`src/rtl/alu_serial.sv`:
```
// Digit-serial ALU: DIGIT bits per clock, LSB digit first, start/busy/done handshake.
// Define ALU_SERIAL_FLAGS_EN to build the N/Z/C/V flag registers; otherwise flags read 0.
module alu_serial #(
  parameter int unsigned WIDTH = 64,
  parameter int unsigned DIGIT = 8
) (
  input  logic             clk,
  input  logic             reset,
  input  logic             start,
  input  logic [2:0]       op,
  input  logic [WIDTH-1:0] a,
  input  logic [WIDTH-1:0] b,
  output logic             busy,
  output logic             done,
  output logic [WIDTH-1:0] result,
  output logic             negative,
  output logic             zero,
  output logic             overflow,
  output logic             carry_out
);

  localparam int unsigned N  = WIDTH / DIGIT;
  localparam int unsigned CW = (N > 1) ? $clog2(N) : 1;

  localparam logic [2:0] OP_PASS_B = 3'b000;
  localparam logic [2:0] OP_ADD    = 3'b010;
  localparam logic [2:0] OP_SUB    = 3'b011;
  localparam logic [2:0] OP_AND    = 3'b100;
  localparam logic [2:0] OP_OR     = 3'b101;
  localparam logic [2:0] OP_XOR    = 3'b110;

  typedef enum logic {IDLE, RUN} state_t;

  state_t           state_q;
  logic [WIDTH-1:0] a_q, b_q, acc_q, result_q;
  logic [2:0]       op_q;
  logic [CW-1:0]    cnt_q;
  logic             carry_q, busy_q, done_q;

  logic [DIGIT-1:0] a_dig, b_dig, b_eff, dig_d;
  logic [DIGIT:0]   sum_d;
  logic [WIDTH-1:0] acc_d;
  logic             is_arith;

  // One digit of the datapath; the result digit enters the accumulator from the top.
  always_comb begin
    a_dig    = a_q[DIGIT-1:0];
    b_dig    = b_q[DIGIT-1:0];
    is_arith = (op_q == OP_ADD) || (op_q == OP_SUB);
    b_eff    = (op_q == OP_SUB) ? ~b_dig : b_dig;
    sum_d    = {1'b0, a_dig} + {1'b0, b_eff} + (DIGIT+1)'(carry_q);
    case (op_q)
      OP_PASS_B:      dig_d = b_dig;
      OP_ADD, OP_SUB: dig_d = sum_d[DIGIT-1:0];
      OP_AND:         dig_d = a_dig & b_dig;
      OP_OR:          dig_d = a_dig | b_dig;
      OP_XOR:         dig_d = a_dig ^ b_dig;
      default:        dig_d = '0;
    endcase
    acc_d = (acc_q >> DIGIT) | (WIDTH'(dig_d) << (WIDTH - DIGIT));
  end

`ifdef ALU_SERIAL_FLAGS_EN
  logic neg_q, zero_q, ovf_q, cout_q;
  logic neg_d, zero_d, ovf_d, cout_d;

  // Flags of the full result, evaluated while the last digit is processed.
  always_comb begin
    neg_d  = acc_d[WIDTH-1];
    zero_d = (acc_d == '0);
    cout_d = is_arith & sum_d[DIGIT];
    ovf_d  = is_arith & (a_dig[DIGIT-1] == b_eff[DIGIT-1])
                      & (dig_d[DIGIT-1] != a_dig[DIGIT-1]);
  end

  assign negative  = neg_q;
  assign zero      = zero_q;
  assign overflow  = ovf_q;
  assign carry_out = cout_q;
`else
  assign negative  = 1'b0;
  assign zero      = 1'b0;
  assign overflow  = 1'b0;
  assign carry_out = 1'b0;
`endif

  always_ff @(posedge clk) begin
    if (reset) begin
      state_q  <= IDLE;
      a_q      <= '0;
      b_q      <= '0;
      acc_q    <= '0;
      op_q     <= '0;
      cnt_q    <= '0;
      carry_q  <= 1'b0;
      busy_q   <= 1'b0;
      done_q   <= 1'b0;
      result_q <= '0;
`ifdef ALU_SERIAL_FLAGS_EN
      neg_q    <= 1'b0;
      zero_q   <= 1'b0;
      ovf_q    <= 1'b0;
      cout_q   <= 1'b0;
`endif
    end else begin
      done_q <= 1'b0;
      case (state_q)
        IDLE: begin
          if (start) begin
            a_q     <= a;
            b_q     <= b;
            op_q    <= op;
            acc_q   <= '0;
            cnt_q   <= '0;
            carry_q <= (op == OP_SUB);
            busy_q  <= 1'b1;
            state_q <= RUN;
          end
        end
        RUN: begin
          a_q     <= a_q >> DIGIT;
          b_q     <= b_q >> DIGIT;
          acc_q   <= acc_d;
          carry_q <= sum_d[DIGIT];
          cnt_q   <= cnt_q + CW'(1);
          if (cnt_q == CW'(N - 1)) begin
            result_q <= acc_d;
            done_q   <= 1'b1;
            busy_q   <= 1'b0;
            cnt_q    <= '0;
            state_q  <= IDLE;
`ifdef ALU_SERIAL_FLAGS_EN
            neg_q    <= neg_d;
            zero_q   <= zero_d;
            ovf_q    <= ovf_d;
            cout_q   <= cout_d;
`endif
          end
        end
        default: state_q <= IDLE;
      endcase
    end
  end

  assign busy   = busy_q;
  assign done   = done_q;
  assign result = result_q;

endmodule
```
`config.mk`:
```
export PLATFORM = sky130hd
export DESIGN_NAME = alu_serial
export DESIGN_NICKNAME = d
export VERILOG_FILES = /design/src/rtl/alu_serial.sv
export SDC_FILE = /design/constraint.sdc
export NUM_CORES = 1
export LEC_CHECK = 0
export BUFFER_PORTS_ARGS = -buffer_cell sky130_fd_sc_hd__buf_4
export CORE_MARGIN = 4
export CORE_UTILIZATION = 35
export DETAILED_ROUTE_END_ITERATION = 6
export SYNTH_ARGS = -nofsm -noshare
export SYNTH_HDL_FRONTEND = slang
export SYNTH_SLANG_ARGS = --single-unit
```
`constraint.sdc`:
```
create_clock -name clk -period 3.4 [get_ports clk]
set_input_delay 0.34 -clock clk [delete_from_list [all_inputs] [get_ports clk]]
set_output_delay 0.34 -clock clk [all_outputs]
set_load 0.02 [all_outputs]
```
==> metrics.csv <==
stage,metric,value,unit
timing,Max Clk Rate,0.3493,GHz
floorplanning,row cnt,64,
finish,Final Util,0.4531,
clock_tree,cts bufs inserted,29,
finish,Nets,1555,
timing,# setup viols final,0,
setup_path,CP arrival,3.34,ns
timing,period utilization,0.8419,
setup_path,worst-path cell chain,and2b_1 -> nand2_1 -> xnor2_1 -> fa_1 -> inv_1 -> fa_1 -> a211oi_2 -> nor2_1 -> o31a_1 -> o311a_1 -> nor3_2,
timing,RSZ-0062 raised after global routing,no,
timing,max-slew violations,0,
synth,top cell type's share of synthesized area,0.4654,
global_route,global route overflow,0,
timing,Clock Skew,0.01703,ns
timing,Slew HR,0.4534,
clock_tree,root buffer cell,clkbuf_16,
synth,number of enable flip-flop cells after synthesis,0,
synth,largest cells by area after synthesis,"dfxtp_1 47%, mux2i_1 12%, nor2_1 10%, a21oi_1 7.8%, a22o_1 4.9%",
setup_path,CP bufs+invs,1,
detailed_routing,mean routed wirelength per cell,16.48,microns
detailed_routing,number of nets with antenna violations after routing,0,
power,static leakage,6.134,nW
finish,fin area,14000,sq um
setup_path,top cell family by delay on the critical path,compound AO/OA/AOI/OAI gates,
synth,Post-synth top cells,"306 x nor2_1, 258 x dfxtp_1, 174 x a21oi_1, 136 x mux2i_1, 62 x a22o_1",
setup_path,flop-to-flop setup slack,0.54,ns
flow_run,max-cap violations,0,
synth,Post-Syn Instances,1239,
placed_design,IO Port Bufs,199,
timing,Fin Setup TNS,0,ns
finish,Register Area,5169,sq um
synth,post-synthesis sequential area ratio,0.4654,
detailed_routing,Detail Route met3 WL,2333,microns
setup_path,crit-path max FO,4,
power,Pwr Density,530.5,nW/um^2
clock_tree,CTS tree,yes,
setup_path,Most common cell on crit path,fa_1,
floorplanning,chip height,186.1,microns
setup_path,CP max stage delay,0.46,ns
min_path,Worst Hold Class,in2reg,
detailed_routing,DR vias,9008,
detailed_routing,met1 WL,13350,microns
floorplanning,core box area,30910,sq um
placed_design,post-DP HPWL,20660,microns
run_status,status,finished clean,
global_route,largest net degree at the start of global routing,171,
synth,mapped cell area,11100,sq um
setup_path,Crit path required time,3.87,ns
synth,most common cell in the netlist,nor2_1,
global_route,first-pass GRT wire length,47720,microns
clock_tree,buffer depth of the longest clock path,3,
floorplanning,Initial Utilization,0.3591,
floorplanning,Die Area,34620,sq um
detailed_routing,Iter 0 DRT Violations,436,
synth,distinct cell type count after synthesis,55,
detailed_routing,DRT Wirelength,29880,microns
setup_path,Setup crit end kind,flop,
placed_design,Final Wtd Congestion,0.8173,
clock_tree,CTS H-tree lvls,1,
setup_path,Worst Setup Path Type,reg2reg,
setup_path,critical path startpoint category,flop,
synth,syn avg cell area,8.957,sq um
placed_design,DP Area,12840,sq um
synth,Ys Warns,0,
clock_tree,Num Clock Sinks,258,
synth,ys flop type,dfxtp_1,
floorplanning,die width,186.1,microns
synth,#FFs+latches synth,258,
power,Max VDD drop,0.4161,mV
finish,area of the multi-input gates,5394,sq um
finish,diode count,0,
floorplanning,num ports,204,
setup_path,slowest CP cell,fa_1,
synth,"area leader, netlist",dfxtp_1,
global_route,initial antenna violation count,0,
clock_tree,worst skew pair latency,0.56,ns
timing,actual slew at the worst max-slew pin,0.8180,ns
detailed_routing,Pre-antenna DRT Iters,7,
global_route,vias in the first global route,8762,
finish,area grow syn2layout,26.19,%
detailed_routing,DRC,0,
finish,share of post-route cells with drive strength above 1,0.1983,
detailed_routing,via/cell ratio,4.969,
timing,min Tclk post-route,2.863,ns
detailed_routing,top layer reached by signal wires,met4,
finish,Filler Cells Inserted,2978,
synth,ys async rst share,0,
clock_tree,Worst-path clk slew,0.06,ns
detailed_routing,Detail Route met2 WL,13480,microns
timing,count of final hold-check violations,0,
global_route,All-Layer GR Usage,0.1685,
worst reg2reg max path, stage by stage, from the launching register on:
cell      delay (ns)
dfxtp_1         0.31
and2b_1         0.33
nand2_1         0.12
xnor2_1         0.19
fa_1            0.23
inv_1           0.06
fa_1            0.46
a211oi_2        0.27
nor2_1          0.10
o31a_1          0.28
o311a_1         0.31
nor3_2          0.14
cells in the final DEF, fill, tap and decap left out, types with 3 or more instances in the layout:
| cell | netlist | routed |
|---|---|---|
| a211oi_1 | 3 | 3 |
| a21oi_1 | 174 | 173 |
| a22o_1 | 62 | 62 |
| a31oi_1 | 3 | 3 |
| a32oi_1 | 3 | 3 |
| buf_12 | 0 | 4 |
| buf_4 | 6 | 212 |
| bufinv_16 | 0 | 6 |
| clkbuf_16 | 0 | 30 |
| clkbuf_8 | 2 | 6 |
| clkinv_2 | 0 | 6 |
| clkinvlp_4 | 0 | 3 |
| conb_1 | 1 | 4 |
| dfxtp_1 | 258 | 257 |
| dlygate4sd3_1 | 0 | 8 |
| ha_1 | 25 | 25 |
| inv_1 | 22 | 22 |
| inv_6 | 0 | 3 |
| mux2i_1 | 136 | 136 |
| nand2_1 | 9 | 9 |
| nand2b_1 | 5 | 5 |
| nand3b_1 | 3 | 3 |
| nor2_1 | 306 | 305 |
| nor2b_1 | 3 | 3 |
| nor3_1 | 5 | 5 |
| nor3b_1 | 53 | 53 |
| o21a_1 | 5 | 5 |
| o21ai_0 | 9 | 9 |
| o31ai_1 | 3 | 3 |
| xnor2_1 | 8 | 8 |
flip-flops by register name, summed over array words and instances, names as in the netlist:
name and count:
carry_q 1, b_q 64, op_q 3, cnt_q 3, a_q 64, result 64
done 1, busy 1, state_q 1, acc_q 56
per-stage QoR:
step | std cells | power, W | worst slack (ns) | hold slack [ns]
after global routing | 1813 | 0.007742 | 0.3136 | 0.01927
after global placement | 1751 | 0.003986 | 0.5812 | 0.4409
after CTS | 1813 | 0.007535 | 0.5346 | 0.0003074
after detailed placement | 1751 | 0.004001 | 0.5655 | 0.4449
after floorplan | 1242 | 0.003748 | 0.5200 | 0.4341
final | 1813 | 0.007430 | 0.5374 | 0.02564
kinds of logic after synthesis:
logic type / synth area share
DFF: 0.4654
buffers and inverters: 0.05130
and+or+nand+nor: 0.1585
other: 0.0003379
muxes: 0.1247
AOI/OAI and AO/OA: 0.1609
xor gates and xnor gates: 0.007103
adders and majority gates: 0.03179
routing by layer:
layer	global-route usage	vias to the layer above
met3	0.05882	37
li1	-	4594
met2	0.2687	207
met5	0	-
met4	0.04255	0
met1	0.2192	4170
power by group:
part           switching, W  total [W]  internal (W)
sequential        0.0000837    0.00321       0.00313
clock               0.00132    0.00350       0.00218
combinational      0.000396   0.000723      0.000327
total               0.00180    0.00743       0.00563
worst paths after layout:
kind / start / endpoint / cells past startpoint
max: op_q[2] / acc_q[62] / 11
min: b[62] / b_q[62] / 3
max reg2reg: op_q[2] / acc_q[62] / 11
min reg2reg: acc_q[14] / result[6] / 1
final cells by class:
type | instances | area share
Clock buffer | 35 | 0.05852
Clock inverter | 19 | 0.01912
Inverter | 22 | 0.005897
Multi-Input combinational cell | 857 | 0.3852
Sequential cell | 258 | 0.3691
Tap cell | 396 | 0.03538
Timing Repair Buffer | 226 | 0.1269
repair_timing:
| action | 4_1_cts | 5_1_grt |
|---|---|---|
| resized for setup | 0 | 0 |
| hold endpoints to repair | 8 | 0 |
| setup buffers | 0 | 0 |
| hold buffers | 8 | 0 |
(Power assumes the default switching activity.)
